[config.mk]
export PLATFORM = sky130hd
export DESIGN_NAME = serial_subtractor
export DESIGN_NICKNAME = d
export VERILOG_FILES = /design/src/rtl/serial_sub_pkg.sv /design/src/rtl/full_subtractor_beh.sv /design/src/rtl/serial_subtractor.sv
export SDC_FILE = /design/constraint.sdc
export NUM_CORES = 1
export LEC_CHECK = 0
export CAP_MARGIN = 20
export CORE_MARGIN = 5
export CORE_UTILIZATION = 50
export DETAILED_ROUTE_END_ITERATION = 6
export GPL_TIMING_DRIVEN = 0
export PLACE_DENSITY = 0.74
export SETUP_SLACK_MARGIN = 0.4
export SLEW_MARGIN = 0
export SYNTH_ARGS = -nofsm -noshare
export SYNTH_HDL_FRONTEND = slang
export SYNTH_SLANG_ARGS = --single-unit
[constraint.sdc]
create_clock -name clk -period 2.9 [get_ports clk]
set_input_delay 0.435 -clock clk [delete_from_list [all_inputs] [get_ports clk]]
set_output_delay 0.435 -clock clk [all_outputs]
set_load 0.05 [all_outputs]
[src/rtl/serial_sub_pkg.sv]
// Shared definitions for the bit-serial subtractor: FSM state encoding and
// the bit-counter width helper.
package serial_sub_pkg;

    typedef enum logic [1:0] {
        IDLE = 2'd0,
        RUN  = 2'd1,
        DONE = 2'd2
    } state_e;

    // A width of 1 would give a zero-bit counter, so clamp to one bit.
    function automatic int cnt_w(input int width);
        return (width < 2) ? 1 : $clog2(width);
    endfunction

endpackage

[src/rtl/full_subtractor_beh.sv]
// Single-bit full subtractor cell: D = x - y - bi, Bo = borrow out.
module full_subtractor_beh (
    input  logic x,
    input  logic y,
    input  logic bi,
    output logic D,
    output logic Bo
);

    assign D  = x ^ y ^ bi;
    assign Bo = (~x & y) | (~(x ^ y) & bi);

endmodule

[src/rtl/serial_subtractor.sv]
// Bit-serial subtractor computing a - b - bin one bit per clock, LSB first.
// Define SERIAL_SUB_OVF_EN to add the registered signed-overflow output ovf.
module serial_subtractor
    import serial_sub_pkg::*;
#(
    parameter int WIDTH = 4
) (
    input  logic             clk,
    input  logic             rst_n,
    input  logic             start,
    input  logic [WIDTH-1:0] a,
    input  logic [WIDTH-1:0] b,
    input  logic             bin,
    output logic             busy,
    output logic             done,
    output logic [WIDTH-1:0] diff,
    output logic             bout
`ifdef SERIAL_SUB_OVF_EN
    ,
    output logic             ovf
`endif
);

    localparam int CNT_W = cnt_w(WIDTH);
    localparam logic [CNT_W-1:0] LAST_BIT = CNT_W'(WIDTH - 1);

    state_e           state_q, state_d;
    logic [WIDTH-1:0] a_sr_q, a_sr_d;
    logic [WIDTH-1:0] b_sr_q, b_sr_d;
    logic [WIDTH-1:0] res_q, res_d;
    logic [WIDTH-1:0] res_shift;
    logic             br_q, br_d;
    logic [CNT_W-1:0] cnt_q, cnt_d;
    logic [WIDTH-1:0] diff_q, diff_d;
    logic             bout_q, bout_d;
    logic             accept;
    logic             cell_d;
    logic             cell_bo;
`ifdef SERIAL_SUB_OVF_EN
    logic             ovf_q, ovf_d;
`endif

    full_subtractor_beh u_cell (
        .x  (a_sr_q[0]),
        .y  (b_sr_q[0]),
        .bi (br_q),
        .D  (cell_d),
        .Bo (cell_bo)
    );

    assign accept = start && (state_q != RUN);

    always_comb begin
        state_d   = state_q;
        a_sr_d    = a_sr_q;
        b_sr_d    = b_sr_q;
        res_d     = res_q;
        br_d      = br_q;
        cnt_d     = cnt_q;
        diff_d    = diff_q;
        bout_d    = bout_q;
`ifdef SERIAL_SUB_OVF_EN
        ovf_d     = ovf_q;
`endif
        // Fresh bit enters at the MSB; after WIDTH shifts bit 0 sits at the LSB.
        res_shift = WIDTH'({cell_d, res_q} >> 1);

        case (state_q)
            RUN: begin
                a_sr_d = a_sr_q >> 1;
                b_sr_d = b_sr_q >> 1;
                res_d  = res_shift;
                br_d   = cell_bo;
                cnt_d  = cnt_q + 1'b1;
                if (cnt_q == LAST_BIT) begin
                    diff_d  = res_shift;
                    bout_d  = cell_bo;
`ifdef SERIAL_SUB_OVF_EN
                    ovf_d   = br_q ^ cell_bo;
`endif
                    state_d = DONE;
                end
            end
            DONE:    state_d = IDLE;
            IDLE:    state_d = IDLE;
            default: state_d = IDLE;
        endcase

        // Acceptance is identical from IDLE and DONE, enabling back-to-back runs.
        if (accept) begin
            a_sr_d  = a;
            b_sr_d  = b;
            br_d    = bin;
            res_d   = '0;
            cnt_d   = '0;
            state_d = RUN;
        end
    end

    always_ff @(posedge clk or negedge rst_n) begin
        if (!rst_n) begin
            state_q <= IDLE;
            a_sr_q  <= '0;
            b_sr_q  <= '0;
            res_q   <= '0;
            br_q    <= 1'b0;
            cnt_q   <= '0;
            diff_q  <= '0;
            bout_q  <= 1'b0;
`ifdef SERIAL_SUB_OVF_EN
            ovf_q   <= 1'b0;
`endif
        end else begin
            state_q <= state_d;
            a_sr_q  <= a_sr_d;
            b_sr_q  <= b_sr_d;
            res_q   <= res_d;
            br_q    <= br_d;
            cnt_q   <= cnt_d;
            diff_q  <= diff_d;
            bout_q  <= bout_d;
`ifdef SERIAL_SUB_OVF_EN
            ovf_q   <= ovf_d;
`endif
        end
    end

    assign busy = (state_q == RUN);
    assign done = (state_q == DONE);
    assign diff = diff_q;
    assign bout = bout_q;
`ifdef SERIAL_SUB_OVF_EN
    assign ovf  = ovf_q;
`endif

endmodule

==> metrics.csv, run 1 <==
metric;value;unit
WP data required;2.47;ns
Worst-Margin Slew;0.920;ns
leakage;0.578;nW
crit end category;output pin;
largest net degree at the start of global routing;22;
max frequency;0.451;GHz
fin crit share;76.5;%
postcts setup bufs;0;
Final setup violation count;0;
antenna violations before repair;0;
Rel. slew slack;38.4;%
Hold WC Path Type;flop to flop;
syn_area_per_cell;14.3;um^2
wire per inst;12.2;um
power density over cell area;1050;nW/um^2
Routed Antenna Nets;0;
total gr overflow;0;
DR DRC count;0;
GPL Wtd Cong;0.704;
ANT cells;0;
Max Cap Viol;0;
io pins;19;
first-pass GRT wire length;2470;um
CP max stage delay;0.55;ns
max-slew violation count;0;
post-placement cell area;1180;um^2
CP Launch Type;flop;
P&R area growth vs syn;23.6;%
final wirelength;1420;um
Buffers on Ports;17;
Initial Util;51.3;%
initial DRC count;6;
Yosys warning total;0;
status;finished, final reports clean;
final hold vios;0;
die area;2930;um^2
VDD IR max;0.000528;V
CTS tree;built;
Syn Nets;82;
All-Layer GR Usage;12.1;%
Seq cells post-synth;21;
DR vias;561;
Synth cell types;16;
cts bufs inserted;3;
post-synthesis sequential area ratio;53.9;%
Total Neg Setup Slack;0;ns
CP top delay family;buffers and inverters;
fin nets;104;
First-pass DRT Iterations;4;
vias in the first global route;602;
CP arrival;1.78;ns
mapped cell area;975;um^2
Worst path slowest cell;dlygate4sd2_1;
clock root buffer;clkbuf_4;
Core Rows;16;
Cell Chain, Critical Path;nand2b_1 -> buf_4 -> inv_1 -> dlygate4sd2_1;
Core Area;1900;um^2
R2R setup slack;1.51;ns
HPWL after detailed placement;1060;um
cts hold-fix bufs;0;
clock skew;0.00330;ns
layout cells sized above 1;30.3;%
Die H;54.2;um
Buf/Inv on CP;3;
most common cell after layout, fill and taps aside;dfrtp_1;
H-tree depth;1;
time the worst path needs with I/O delays and setup;2.22;ns
CTS Sinks;21;
post-route cell area;1200;um^2
clock transition at the registers of the reported paths;0.12;ns
Skew-Pair Late Insertion Delay;0.30;ns
RSZ-0062 raised after global routing;no;
post-cts sizing count;1;
clk buf depth;2;
vias per inst;4.84;
highest-count cells in the layout ignoring fill and taps;dfrtp_1, mux2_2, clkdlybuf4s50_1;
Critical Path Fanout Max;10;
die width;54.2;um
critical path class;flop to output pin;
Mapped Cells;68;
-- registers in the layout, summed over array words and instances, names as in the netlist --
register / cells
a_sr_q: 4
diff: 4
state_q: 2
res_q: 3
cnt_q: 2
bout: 1
br_q: 1
b_sr_q: 4
-- per-stage QoR --
stage / std cells / worst slack, ns / util (%) / power, mW / hold slack [ns]
final: 116 / 0.682 / 63.4 / 1.26 / 0.514
after global routing: 116 / 0.580 / 63.4 / 1.36 / 0.518
after CTS: 116 / 0.641 / 63.4 / 1.28 / 0.515
after detailed placement: 112 / 0.722 / 62.0 / 1.15 / 0.493
after global placement: 112 / 0.728 / 62.0 / 1.14 / 0.479
after floorplan: 68 / 1.38 / - / 0.978 / 0.139
-- cell families (layout without fill, tap and decap cells) --
logic type / after synthesis / in the layout / synth area share, %
buffers and inverters: 8 / 29 / 5.39
muxes: 26 / 26 / 30.0
DFF: 21 / 21 / 53.9
adders and majority gates: 2 / 2 / 3.34
AOI/OAI and AO/OA: 1 / 1 / 0.771
and+or+nand+nor: 10 / 10 / 6.55
-- worst reg2reg max path: stages, from the launching register on --
cell and delay [ns]:
dfrtp_1 0.42, ha_1 0.20, nand3b_1 0.29, mux2_2 0.38
-- cell type report --
class	count	area [um^2]
Timing Repair Buffer	17	169
Inverter	5	18.8
Fill cell	162	697
Tap cell	27	33.8
Clock buffer	3	22.5
Buffer	3	33.8
Multi-Input combinational cell	39	397
Clock inverter	1	5.00
Sequential cell	21	526
-- layer usage --
layer / vias to the layer above / track usage [%] / routed length [um]
met2: 11 / 20.5 / 690
met5: - / 0 / 0
met3: 2 / 3.60 / 66
met4: 0 / 6.22 / 8
met1: 281 / 13.6 / 652
li1: 267 / - / -
-- synthesized netlist by cell type, drive strengths merged --
library cell	instances	area, um^2
and2b	4	30.0
buf	3	33.8
dfrtp	21	526
fa	1	20.0
ha	1	12.5
inv	5	18.8
mux2	20	233
mux2i	6	60.1
nand2b	2	12.5
nand3b	1	7.51
nor2	2	7.51
nor2b	1	6.26
o21a	1	7.51
-- power breakdown --
part,internal [mW],switching [mW],total (mW)
combinational,0.309,0.324,0.633
sequential,0.424,0.0647,0.489
clock,0.0513,0.0872,0.139
-- path summary, 6_finish.rpt --
kind / startpoint / end / cells after the start
min: cnt_q[0] / cnt_q[0] / 1
max reg2reg: cnt_q[0] / diff[0] / 3
max: state_q[1] / busy / 4
max in group asynchronous: rst_n / a_sr_q[1] / 1
min reg2reg: cnt_q[0] / cnt_q[0] / 1
min in group asynchronous: rst_n / cnt_q[0] / 1
No activity file was read; power rests on OpenSTA's default activity.
==> inputs of run 2 (changes only) <==
- CORE_UTILIZATION: 50 -> 45
- PLACE_DENSITY: 0.74 -> 0.7
- clock period: 2.9 -> 1.8 ns (I/O delays scaled with it)
==> metrics.csv, run 2 (synthesized netlist as in run 1, its figures left out) <==
metric;value;unit;change
total gr overflow;0;;unchanged
highest-count cells in the layout ignoring fill and taps;dfrtp_1, mux2_2, clkdlybuf4s50_1, buf_4, mux2i_1;;
CP top delay family;flip-flops;;
Buffers on Ports;17;;unchanged
Buf/Inv on CP;3;;unchanged
R2R setup slack;0.46;ns;-1.05 ns
RSZ-0062 raised after global routing;yes;;
antenna violations before repair;0;;unchanged
ANT cells;0;;unchanged
CP arrival;1.15;ns;-0.63 ns
clk buf depth;2;;unchanged
hold path cells;3;;+2
HPWL after detailed placement;1080;um;+2.8%
fin nets;114;;+9.6%
CP dominant cell by count;buf_12;;
H-tree depth;1;;unchanged
clock skew;0.00525;ns;+0.00195 ns
worst hold start;start;;
most common cell after layout, fill and taps aside;dfrtp_1;;
worst r2r src;state_q[1];;
final wirelength;1620;um;+14%
Cell Chain, Critical Path;nand2b_4 -> buf_12 -> clkinv_8 -> buf_12;;
initial DRC count;1;;-5
vias per inst;4.79;;-1.0%
Worst Hold Margin;0.359;ns;-0.155 ns
clock root buffer;clkbuf_4;;
DP Cell Count;112;;unchanged
Worst-Margin Slew;0.920;ns;-0.000126 ns
First-pass DRT Iterations;2;;-2
GPL Wtd Cong;0.696;;-1.3%
fin crit share;79.1;%;
Core Util, Final;65.8;%;+2.5 points
Core Rows;16;;unchanged
vias in the first global route;584;;-3.0%
layout cells sized above 1;46.5;%;+16 points
VDD IR max;0.00122;V;+130%
Worst R2R Path Depth;5;;+2
die area;3200;um^2;+9.0%
crit end category;output pin;;
Die H;56.5;um;+4.4%
final hold vios;0;;unchanged
first-pass GRT wire length;2800;um;+13%
DR DRC count;0;;unchanged
power density over cell area;1780;nW/um^2;+70%
Worst path slowest cell;dfrtp_1;;
cts bufs inserted;3;;unchanged
cts hold-fix bufs;0;;unchanged
critical path class;flop to output pin;;
Critical Path Fanout Max;4;;-6
Skew-Pair Late Insertion Delay;0.30;ns;about the same
Hold WC Path Type;input pin to flop;;
Core Area;2020;um^2;+6.3%
time the worst path needs with I/O delays and setup;1.42;ns;
Max Cap Viol;0;;unchanged
largest net degree at the start of global routing;22;;unchanged
CTS Sinks;21;;unchanged
CP max stage delay;0.40;ns;-0.15 ns
max frequency;0.702;GHz;
io pins;19;;unchanged
Initial Util;48.2;%;-3.0 points
All-Layer GR Usage;11.6;%;-0.48 points
Final setup violation count;0;;unchanged
status;finished, final reports clean;;
Reg-to-Reg End;b_sr_q[0];;
WP data required;1.53;ns;-0.94 ns
CP Launch Type;flop;;
Rel. slew slack;38.5;%;about the same
max-slew violation count;0;;unchanged
DR vias;603;;+7.5%
P&R area growth vs syn;36.6;%;
die width;56.5;um;+4.4%
fin cells;126;;+8.6%
worst hold endpoint;state_q[0];;
CTS tree;built;;
Routed Antenna Nets;0;;unchanged
clock transition at the registers of the reported paths;0.12;ns;about the same
Filler cells;158;;-2.5%
wire per inst;12.8;um;+5.0%
leakage;0.647;nW;+12%
## run 2: power by group
group	internal (mW)	switching [mW]
Combinational	0.738	0.614
Clock	0.0828	0.142
Sequential	0.684	0.112
Total	1.50	0.868
## run 2: routing by layer
metal	vias to the layer above	track usage [%]	wire [um]
li1	296	-	-
met1	289	13.3	747
met2	14	18.3	746
met3	4	4.13	85
met4	0	7.12	37
met5	-	0	0
## run 2: what timing repair did
action | in CTS | in global routing
gates resized for setup | 35 | 7
endpoints found under the setup margin | 8 | 6
cloned | 0 | 0
setup buffers | 3 | 7
pin swaps | 0 | 0
## run 2: layout make-up
type	count	area, um^2	share of cell area (%)
Buffer	3	46.3	3.48
Clock buffer	3	22.5	1.69
Clock inverter	1	5.00	0.376
Inverter	5	31.3	2.35
Multi-Input combinational cell	39	404	30.4
Sequential cell	21	526	39.5
Tap cell	27	33.8	2.54
Timing Repair Buffer	27	263	19.7
## run 2: worst reg2reg max path: stages (launching register included)
cell and delay [ns]:
dfrtp_1 0.40, nand2b_4 0.16, buf_12 0.13, buf_4 0.14, buf_4 0.14, mux2_2 0.26
## run 2: metrics by stage
step	area (um^2)	setup slack (ns)	TNS, ns	power, mW
2_1_floorplan	975	0.442	0	1.58
3_3_place_gp	1180	-0.211	-0.211	1.84
3_5_place_dp	1180	-0.219	-0.219	1.87
4_1_cts	1260	0.294	0	2.22
5_1_grt	1330	0.303	0	2.54
6_report	1330	0.376	0	2.37
## run 2: how the worst max path moves through the flow
stage	cells past startpoint	to	startpoint
4_1_cts	4	busy	state_q[1]
3_5_place_dp	4	busy	state_q[1]
6_report	4	busy	state_q[1]
3_3_place_gp	4	busy	state_q[1]
2_1_floorplan	3	busy	state_q[1]
5_1_grt	4	busy	state_q[1]
==> inputs of run 3 (changes only) <==
- CORE_UTILIZATION: 45 -> 49
- PLACE_DENSITY: 0.7 -> 0.72
- clock period: 1.8 -> 1.37 ns (I/O delays scaled with it)
==> metrics.csv, run 3 (synthesized netlist as in run 1, its figures left out) <==
metric;value;unit;change
status;finished, final reports clean;;
VDD IR max;0.00143;V;+17%
io pins;19;;unchanged
crit end category;output pin;;
fin crit share;99.0;%;
HPWL after detailed placement;1130;um;+3.8%
Core Rows;16;;unchanged
critical path class;flop to output pin;;
largest net degree at the start of global routing;22;;unchanged
WP data required;1.16;ns;-0.37 ns
wire per inst;13.8;um;+7.9%
clock transition at the registers of the reported paths;0.11;ns;about the same
First-pass DRT Iterations;2;;unchanged
Rel. slew slack;37.3;%;-1.2 points
Routed Antenna Nets;0;;unchanged
DP Cell Count;112;;unchanged
cts bufs inserted;3;;unchanged
ANT cells;0;;unchanged
initial DRC count;2;;+1
layout cells sized above 1;54.5;%;+8.0 points
die area;2980;um^2;-6.7%
fin nets;116;;+1.8%
Skew-Pair Late Insertion Delay;0.30;ns;about the same
GPL Wtd Cong;0.718;;+3.2%
clock skew;0.00509;ns;-0.000159 ns
highest-count cells in the layout ignoring fill and taps;dfrtp_1, mux2_4, buf_4;;
fin cells;128;;+1.6%
Total Neg Setup Slack;0;ns;unchanged
Critical Path Fanout Max;3;;-1
final hold vios;0;;unchanged
final wirelength;1770;um;+9.7%
RSZ-0062 raised after global routing;yes;;
post-route cell area;1410;um^2;+5.6%
Max Cap Viol;0;;unchanged
DR DRC count;0;;unchanged
post-placement cell area;1240;um^2;+5.1%
total gr overflow;0;;unchanged
Filler cells;149;;-5.7%
Buffers on Ports;17;;unchanged
P&R area growth vs syn;44.3;%;
die width;54.6;um;-3.4%
H-tree depth;1;;unchanged
antenna violations before repair;0;;unchanged
vias in the first global route;648;;+11%
CTS Sinks;21;;unchanged
Worst-Margin Slew;0.941;ns;+0.0203 ns
cts hold-fix bufs;0;;unchanged
max-slew violation count;0;;unchanged
power density over cell area;2420;nW/um^2;+36%
max frequency;0.738;GHz;
first-pass GRT wire length;2940;um;+4.9%
All-Layer GR Usage;14.4;%;+2.8 points
Final setup violation count;0;;unchanged
Initial Util;50.7;%;+2.5 points
Hold WC Path Type;input pin to async pin;;
clk buf depth;2;;unchanged
CP arrival;1.15;ns;about the same
Die H;54.6;um;-3.4%
vias per inst;4.80;;+0.40%
CP Launch Type;flop;;
time the worst path needs with I/O delays and setup;1.36;ns;
Core Area;1920;um^2;-5.0%
CTS tree;built;;
DR vias;615;;+2.0%
most common cell after layout, fill and taps aside;dfrtp_1;;
leakage;0.694;nW;+7.3%
clock root buffer;clkbuf_4;;
run 3: cell count changes in the layout (fill, tap and decap cells not counted), moves of 2 or more:
| cell | delta |
|---|---|
| inv_1 | -3 |
| mux2_2 | -9 |
| buf_6 | +6 |
| nor2_1 | -2 |
| inv_2 | +3 |
| mux2_4 | +9 |
| clkdlybuf4s15_2 | -5 |
run 3: where the power goes:
group	internal [mW]	leakage, nW	total, mW	switching, mW
clock network	0.113	0.0150	0.293	0.180
registers	0.900	0.264	1.09	0.186
logic	1.15	0.415	2.02	0.870
total	2.16	0.694	3.40	1.24
run 3: path summary, 6_finish.rpt:
kind | start | end | slack [ns] | cells after the start
worst max-delay path | state_q[1] | busy | 0.01 | 4
worst min-delay path | rst_n | diff[2] | 0.15 | 1
worst max register to register | state_q[0] | res_q[3] | 0.05 | 4
worst min register to register | b_sr_q[1] | b_sr_q[0] | 0.51 | 1
max in group asynchronous | rst_n | a_sr_q[3] | 0.65 | 1
min in group clk | start | state_q[0] | 0.28 | 3
run 3: critical path, stage by stage (launching register included):
cell      delay (ns)
dfrtp_1         0.40
nand2b_4        0.16
buf_12          0.13
clkinv_8        0.04
buf_12          0.12
run 3: final cells by class:
class / count / area (um^2) / area share, %
plain buffers: 3 / 50.0 / 3.56
clock buffers: 4 / 26.3 / 1.87
inverters: 5 / 31.3 / 2.22
multi-input cells: 39 / 455 / 32.4
flip-flops and latches: 21 / 526 / 37.4
well taps: 27 / 33.8 / 2.40
repair buffers: 29 / 284 / 20.2
run 3: per-stage QoR:
| step | setup WS [ns] | hold slack (ns) | power (mW) | utilization [%] |
|---|---|---|---|---|
| finish | 0.0141 | 0.149 | 3.40 | 73.2 |
| global placement | -0.463 | 0.476 | 2.63 | 64.5 |
| global route | -0.0429 | 0.223 | 3.62 | 73.2 |
| detailed placement | -0.467 | 0.483 | 2.66 | 64.5 |
| CTS | -0.0182 | 0.163 | 3.28 | 70.6 |
| floorplan | 0.117 | -0.0901 | 2.28 | - |
run 3: repair_timing:
item	4_1_cts	5_1_grt
pin swaps	1	1
setup buffers	8	4
setup endpoints to repair	49	28
resized for setup	60	6
run 3: layer usage:
metal / part of all wire [%] / GRT usage [%] / vias to the layer above
met5: 0 / 0 / -
met4: 1.1 / 6.22 / 0
met1: 44 / 17.4 / 303
met2: 51 / 23.6 / 11
met3: 3.5 / 4.36 / 2
li1: - / - / 299
